--- src/rtl/video_pkg.sv ---
// Shared constants, pixel-format helpers and capture state type for the video paths.
package video_pkg;

    localparam logic [9:0]  H_ACT   = 10'd640;
    localparam logic [9:0]  V_ACT   = 10'd400;
    localparam int          DECIM   = 4;
    localparam logic [13:0] FB_W    = 14'd160;
    localparam logic [13:0] FB_SIZE = 14'd16000;

    typedef enum logic [1:0] {IDLE, SYNC, ACTIVE} cap_state_t;

    function automatic logic [7:0] pack_rgb332(input logic [7:0] r, input logic [7:0] g,
                                               input logic [7:0] b);
        return {r[7:5], g[7:5], b[7:6]};
    endfunction

    // Bit replication so full-scale 332 values expand to full-scale 888 values.
    function automatic logic [23:0] unpack_rgb332(input logic [7:0] p);
        return {p[7:5], p[7:5], p[7:6],
                p[4:2], p[4:2], p[4:3],
                p[1:0], p[1:0], p[1:0], p[1:0]};
    endfunction

    // Constant multiply as a sum of shifted copies; with k fixed this collapses to adders.
    function automatic logic [13:0] mul_const(input logic [13:0] v, input logic [13:0] k);
        logic [13:0] acc;
        acc = '0;
        for (int i = 0; i < 14; i++) begin
            if (k[i]) acc = acc + (v << i);
        end
        return acc;
    endfunction

endpackage

--- src/rtl/vga_edge_sync.sv ---
// Input register stage for the VGA receiver with vsync rise and data-enable fall detection.
module vga_edge_sync
    import video_pkg::*;
(
    input  logic       pclk,
    input  logic       reset,
    input  logic       vs,
    input  logic       de,
    input  logic [7:0] r,
    input  logic [7:0] g,
    input  logic [7:0] b,
    output logic       vs_rise,
    output logic       de_fall,
    output logic       de_q,
    output logic [7:0] pix_q
);

    logic vs_q;
    logic vs_d;
    logic de_d;

    always_ff @(posedge pclk) begin
        if (reset) begin
            vs_q  <= 1'b0;
            vs_d  <= 1'b0;
            de_q  <= 1'b0;
            de_d  <= 1'b0;
            pix_q <= '0;
        end else begin
            vs_q  <= vs;
            vs_d  <= vs_q;
            de_q  <= de;
            de_d  <= de_q;
            pix_q <= pack_rgb332(r, g, b);
        end
    end

    assign vs_rise = vs_q & ~vs_d;
    assign de_fall = de_d & ~de_q;

endmodule

--- src/rtl/vga_capture.sv ---
// VGA receiver: decimates the active area to an RGB332 frame buffer and checks frame geometry.
module vga_capture #(
    parameter logic [9:0]  H_ACT = video_pkg::H_ACT,
    parameter logic [9:0]  V_ACT = video_pkg::V_ACT,
    parameter int          DECIM = video_pkg::DECIM,
    parameter logic [13:0] FB_W  = video_pkg::FB_W
) (
    input  logic        pclk,
    input  logic        reset,
    input  logic        hs,
    input  logic        vs,
    input  logic        de,
    input  logic [7:0]  r,
    input  logic [7:0]  g,
    input  logic [7:0]  b,
    input  logic        capture_en,
    output logic        wr_en,
    output logic [13:0] wr_addr,
    output logic [7:0]  wr_data,
    output logic        frame_done,
    output logic        frame_err,
    output logic        locked
);

    import video_pkg::*;

    localparam int DS = $clog2(DECIM);

    logic       vs_rise;
    logic       de_fall;
    logic       de_q;
    logic [7:0] pix_q;

    cap_state_t  state;
    logic [9:0]  x;
    logic [9:0]  y;
    logic        err;
    logic [13:0] xb;
    logic [13:0] yb;
    logic [13:0] addr;
    logic        unused_hs;

    assign unused_hs = hs;

    vga_edge_sync u_edge (
        .pclk    (pclk),
        .reset   (reset),
        .vs      (vs),
        .de      (de),
        .r       (r),
        .g       (g),
        .b       (b),
        .vs_rise (vs_rise),
        .de_fall (de_fall),
        .de_q    (de_q),
        .pix_q   (pix_q)
    );

    assign xb   = 14'(x >> DS);
    assign yb   = 14'(y >> DS);
    assign addr = mul_const(yb, FB_W) + xb;

    // A vs_rise closes the frame even if de is high in the same cycle; that pixel is dropped
    // and marks the closing frame bad.
    always_ff @(posedge pclk) begin
        if (reset) begin
            state      <= IDLE;
            x          <= '0;
            y          <= '0;
            err        <= 1'b0;
            wr_en      <= 1'b0;
            wr_addr    <= '0;
            wr_data    <= '0;
            frame_done <= 1'b0;
            frame_err  <= 1'b0;
            locked     <= 1'b0;
        end else begin
            wr_en      <= 1'b0;
            frame_done <= 1'b0;
            frame_err  <= 1'b0;
            case (state)
                IDLE: begin
                    if (capture_en) state <= SYNC;
                end
                SYNC: begin
                    if (vs_rise) begin
                        state <= ACTIVE;
                        x     <= '0;
                        y     <= '0;
                        err   <= 1'b0;
                    end
                end
                ACTIVE: begin
                    if (vs_rise) begin
                        if (y == V_ACT && !err && !de_q) begin
                            frame_done <= 1'b1;
                            locked     <= 1'b1;
                        end else begin
                            frame_err <= 1'b1;
                            locked    <= 1'b0;
                        end
                        x     <= '0;
                        y     <= '0;
                        err   <= 1'b0;
                        state <= capture_en ? ACTIVE : IDLE;
                    end else if (de_q) begin
                        if (x != '1) x <= x + 10'd1;
                        if (x < H_ACT && y < V_ACT) begin
                            if (x[DS-1:0] == '0 && y[DS-1:0] == '0) begin
                                wr_en   <= 1'b1;
                                wr_addr <= addr;
                                wr_data <= pix_q;
                            end
                        end else begin
                            err <= 1'b1;
                        end
                    end else if (de_fall) begin
                        if (x != H_ACT) err <= 1'b1;
                        x <= '0;
                        if (y != '1) y <= y + 10'd1;
                    end
                end
                default: state <= IDLE;
            endcase
        end
    end

endmodule

--- config.mk ---
export PLATFORM = sky130hd
export DESIGN_NAME = vga_capture
export DESIGN_NICKNAME = d
export VERILOG_FILES = /design/src/rtl/video_pkg.sv /design/src/rtl/vga_edge_sync.sv /design/src/rtl/vga_capture.sv
export SDC_FILE = /design/constraint.sdc
export NUM_CORES = 1
export LEC_CHECK = 0
export CAP_MARGIN = 25
export CORE_ASPECT_RATIO = 1.4
export CORE_MARGIN = 2
export CORE_UTILIZATION = 36
export DETAILED_ROUTE_END_ITERATION = 16
export SYNTH_ARGS = -nofsm -noshare
export SYNTH_HDL_FRONTEND = slang
export SYNTH_SLANG_ARGS = --single-unit
--- constraint.sdc ---
create_clock -name pclk -period 2.8 [get_ports pclk]
set_input_delay 0.42 -clock pclk [delete_from_list [all_inputs] [get_ports pclk]]
set_output_delay 0.42 -clock pclk [all_outputs]
set_load 0.01 [all_outputs]
# == Word level (Yosys, flattened, before mapping) ==
# Index checks and enable logic that the tools add are counted.
# W data, S select, Z words.
# classes
magnitude_cmp,2
bitwise,7
n_reduce_logical,18
add_sub_neg,4
n_eq_ne,16
muxes,26
# ops
op,count
$mux W10,9
$pmux W10 S2,2
$ne A10 B10 Y1 const B,3
$add A10 B1 Y10 const B,2
$reduce_and A5 Y1,3
$add A13 B14 Y14,1
$add A14 B8 Y14,1
$eq A10 B9 Y1 const B,1
$lt A10 B10 Y1 const B,1
$lt A10 B9 Y1 const B,1
$mux W1,9
$ne A3 B2 Y1 const B,3
$mux W2,4
$ne A4 B2 Y1 const B,2
$ne A4 B3 Y1 const B,2
$logic_not A2 Y1,3
$pmux W2 S3,1
$not A1 Y1,5
$reduce_or A5 Y1,1
$logic_and A1 B1 Y1,4
$ne A2 B1 Y1 const B,2
$reduce_and A4 Y1,1
$reduce_and A3 Y1,1
$reduce_or A3 Y1,1
other kinds (8),10
# totals
word_cells,88
reg_bits,61
in_bits,30

# == Logic depth before layout (Yosys ltp) ==
# logic_depth
depth_word,6
mapped_depth,9

# == Hierarchy ==
# A second synthesis with hierarchy kept.
# unflattened
hier_cells,363
area_unflattened_um2,3259.4
# by_module_without_submodules
mod,seq_area_each_um2,area_each_um2,n_inst,cells_per_inst
vga_capture,980.9,2880.3,1,336
vga_edge_sync,240.2,379.1,1,27

# == Worst setup path after synthesis ==
# Ideal clock, no wire load.
# synth_path
path_kind,reg-to-reg
start,register y[2]
end,register wr_addr[13]
required_ns,2.686
period_less_slack_ns,2.470
stages_incl_launch_ff,10
arrival_time_ns,2.356
n_path_buf,0
setup_ns,0.114
path_slack_ns,0.330
path_cell_list,dfxtp_1 > inv_1 > fa_1 > inv_1 > ha_1 > a211oi_1 > o21bai_1 > o41a_1 > o21a_1 > a21o_1
# synth_between
elab_chain_len,3
# synth_lines
item,line,text
"start, declared",vga_capture.sv:36,logic [9:0] y;
"start signal, assigned",vga_capture.sv:120,if (y != '1) y <= y + 10'd1;
branches (longest 3 deep; another with $add A13 B14 Y14),n/a,
"end signal, assigned",vga_capture.sv:111,wr_addr <= addr;
"end, declared",vga_capture.sv:18,"output logic [13:0] wr_addr,"
# Several ways; the timed one is not identified.
# A chain may end at the register's enable or synchronous reset.

# == Worst setup path after layout ==
# layout_path
start,register y[4]
end,register wr_addr[13]
# Same word-level chain as after synthesis.

==> impl_metrics.csv <==
group,metric,value,unit
outcome,status,"complete, no violations",
placed_design,place_ws,0.185,ns
finish,nets,430,
setup_path,critical_path_buf_inv_count,2,
timing,fin_ws,0.237,ns
timing,fmax,390,MHz
timing,worst_slew_pin_slew,0.565,ns
floorplanning,dieArea,0.00929,mm2
floorplanning,rows,39,
cts,clk_pin_slew,0.06,ns
drt,dr_total_vias,2496,
setup_path,path_class,"reg2reg",
drt,met2_length,3.44,mm
power,leakagePower,1.43,nW
drt,wirelength,6.58,mm
timing,fin_skew,0.00487,ns
placed_design,place_hpwl,4.65,mm
floorplanning,core-area,0.00820,mm2
synth,yosysWarningCount,0,
drt,ant_nets,0,
cts,cts_inserted_buffers,9,
setup_path,cp_common_cell,"inv_1",
power,total_power,2.45,mW
finish,layout-drive-gt1-share,8.14,%
setup_path,cp_cell_sequence,"inv_1 > fa_1 > inv_1 > ha_1 > a211oi_1 > o21bai_1 > o41a_1 > o21a_1 > a21o_1",
timing,final_max_slew_viol_count,0,
cts,post_cts_buffers,0,
placed_design,finalWeightedCongestion,0.844,
timing,timing.final.crit_share,91.5,%
setup_path,crit_slowest_cell,"fa_1",
synth,syn-num-nets,390,
cts,ctsHtreeMaxLevel,3,
drt,wl_met1,2.79,mm
cts,cts_sinks,61,
synth,syn_area,0.00307,mm2
hold_path,min_path_type,"reg2reg",
drt,via_per_inst,5.17,
setup_path,worstPathMaxFanout,6,
drt,dr.max_layer_used,"met4",
setup_path,crit_family,"compound AO/OA/AOI/OAI gates",
finish,layout.cells.non_filler,483,
floorplanning,fp.dieW,82.0,um
power,p_per_area,641,mW/mm2
setup_path,required,3.03,ns
global_route,overflow,0,
synth,synth-seq-cells,61,
drt,wire_per_inst,13.6,um
floorplanning,die_y,113,um
finish,syn_to_final_growth,24.5,%
timing,relSlewSlack,61.9,%
drt,route.detailed.drc,0,
power,vdd_ir_drop_max,0.430,mV
setup_path,cp-startpoint,"y[4]$_SDFFE_PP0P_",
global_route,grt_pass1_wl,11.1,mm
job,cap_violations,0,
global_route,grt_max_degree,33,
synth,synth_area_per_cell,9.11,um2
synth,async_flop_share,0,%
placed_design,port_buffers,38,
floorplanning,start_util,37.4,%
drt,dr.pass1.iters,4,
synth,seq_area_frac_synth,39.8,%
synth,yosys_most_used_dff,"dfxtp_1",
cts,clk_latency,0.33,ns
drt,wl_met3,205,um
setup_path,timing.rr.start,"y[4]$_SDFFE_PP0P_",
floorplanning,io_pins,56,
cts,clockBufferDepth,2,
synth,synth-edff-count,0,
synth,syn_inst,337,
finish,antenna_cells,0,
setup_path,critPathMaxStageDelay,0.58,ns
timing,rsz0062_at_grt,"false",
global_route,grt_pass1_vias,2436,
global_route,antenna_found_initial,0,
drt,initialDrtViolationCount,135,
timing,finalSetupViolCount,0,
hold_path,hold_start,"locked$_SDFFE_PP0P_",
setup_path,end_kind,"register",
timing,hold_viol,0,
timing,period_needed,2.56,ns
finish,fin_area,0.00382,mm2
cts,root_buffer,"clkbuf_16",
placed_design,dp_cells,468,
setup_path,critPathLaunchType,"register",
timing,tns,0,ns
synth,ys_types,55,
global_route,grt.total_usage,15.6,%
setup_path,arrival,2.79,ns
placed_design,postPlaceCellArea,0.00352,mm2
cts,tritoncts,"built",
-- layout make-up --
| class | instances | area (um2) |
|---|---|---|
| timing repair buffer | 45 | 425 |
| clock buffer | 10 | 239 |
| inverter | 15 | 56.3 |
| sequential | 61 | 1220 |
| fill | 824 | 4380 |
| multi-input combinational | 245 | 1690 |
| clock inverter | 5 | 61.3 |
| tap | 102 | 128 |
-- where the power goes --
part / total (mW) / internal [mW] / switching, mW / leakage (nW)
clock network: 1.11 / 0.708 / 0.400 / 0.137
logic: 0.420 / 0.151 / 0.270 / 0.795
registers: 0.922 / 0.901 / 0.0206 / 0.495
total: 2.45 / 1.76 / 0.691 / 1.43
-- cell usage after synthesis (3+ instances only) --
library cell,number,area [um2]
or3_1,5,31.3
a21oi_1,21,105
dfxtp_1,61,1220
nand3_1,10,50.1
nor3b_1,4,30.0
a211oi_1,4,30.0
o21a_1,4,30.0
a21o_1,4,30.0
mux2i_1,19,190
o31ai_1,5,37.5
o21ai_0,14,70.1
xor2_1,3,26.3
clkbuf_1,11,41.3
ha_1,21,263
inv_1,15,56.3
and2_1,3,18.8
nor2_1,38,143
nor2b_1,19,119
xnor2_1,5,43.8
nand2_1,14,52.6
nor3_1,3,15.0
nand4_1,7,43.8
or4_1,4,30.0
nand2b_1,4,25.0
o211ai_1,3,22.5
-- layout by cell type (no fill, tap or decap), drive strengths merged, types with 2 or more instances in the layout --
cell / count
dfxtp: 61
nor2: 39
clkdlybuf4s50: 37
a21oi: 21
ha: 21
nor2b: 19
mux2i: 19
inv: 15
o21ai: 15
nand2: 14
nand3: 10
clkbuf: 10
buf: 8
nand4: 7
or3: 5
o31ai: 5
xnor2: 5
a211oi: 5
nand2b: 4
a21o: 4
o21a: 4
or4: 4
nor3b: 4
and2: 3
o211ai: 3
xor2: 3
nor3: 3
clkinvlp: 3
nor4: 2
and3: 2
nand3b: 2
fa: 2
-- per-layer routing --
layer / GRT usage [%] / vias up
met3: 3.99 / 10
met4: 9.11 / 0
li1: - / 1268
met1: 17.7 / 1172
met2: 25.7 / 46
met5: 0 / -
-- tightest hold or removal path: stages (launching register included) --
cell	delay (ns)
dfxtp_1	0.31
nand2_1	0.05
a21oi_1	0.05
-- logic make-up (layout without fill, tap and decap cells) --
| logic type | Yosys count | in the layout | share of synthesized area, % |
|---|---|---|---|
| AOI/OAI and AO/OA | 70 | 70 | 15.1 |
| xor gates and xnor gates | 8 | 8 | 2.28 |
| adders and majority gates | 23 | 23 | 9.87 |
| buffers and inverters | 31 | 75 | 5.18 |
| DFF | 61 | 61 | 39.8 |
| muxes | 19 | 19 | 6.20 |
| and+or+nand+nor | 125 | 125 | 21.6 |
-- timing repair --
action | 4_1_cts | 5_1_grt
gates resized for setup | 0 | 1
hold buffers | 0 | 0
setup endpoints to repair | 0 | 1
-- final timing paths --
kind | endpoint | slack, ns | cells after the start
setup / recovery | wr_addr[13]$_SDFFE_PP0P_ | 0.24 | 9
hold / removal | locked$_SDFFE_PP0P_ | 0.46 | 2
setup reg to reg | wr_addr[13]$_SDFFE_PP0P_ | 0.24 | 9
hold reg to reg | locked$_SDFFE_PP0P_ | 0.46 | 2
-- registers in the layout, indices dropped and copies added (netlist names) --
| register | flops |
|---|---|
| err | 1 |
| frame_done | 1 |
| wr_en | 1 |
| u_edge.pix_q | 8 |
| frame_err | 1 |
| wr_data | 8 |
| wr_addr | 14 |
| u_edge.de_q | 1 |
| x | 10 |
| u_edge.vs_q | 1 |
| u_edge.de_d | 1 |
| locked | 1 |
| u_edge.vs_d | 1 |
| state | 2 |
| y | 10 |
-- per-stage QoR --
step | hold WS (ns) | utilization, %
2_1_floorplan | 0.440 | -
3_3_place_gp | 0.443 | 42.9
3_5_place_dp | 0.451 | 42.9
4_1_cts | 0.458 | 46.6
5_1_grt | 0.483 | 46.6
6_report | 0.456 | 46.6
Note: power is estimated with default switching activity, not from simulation.
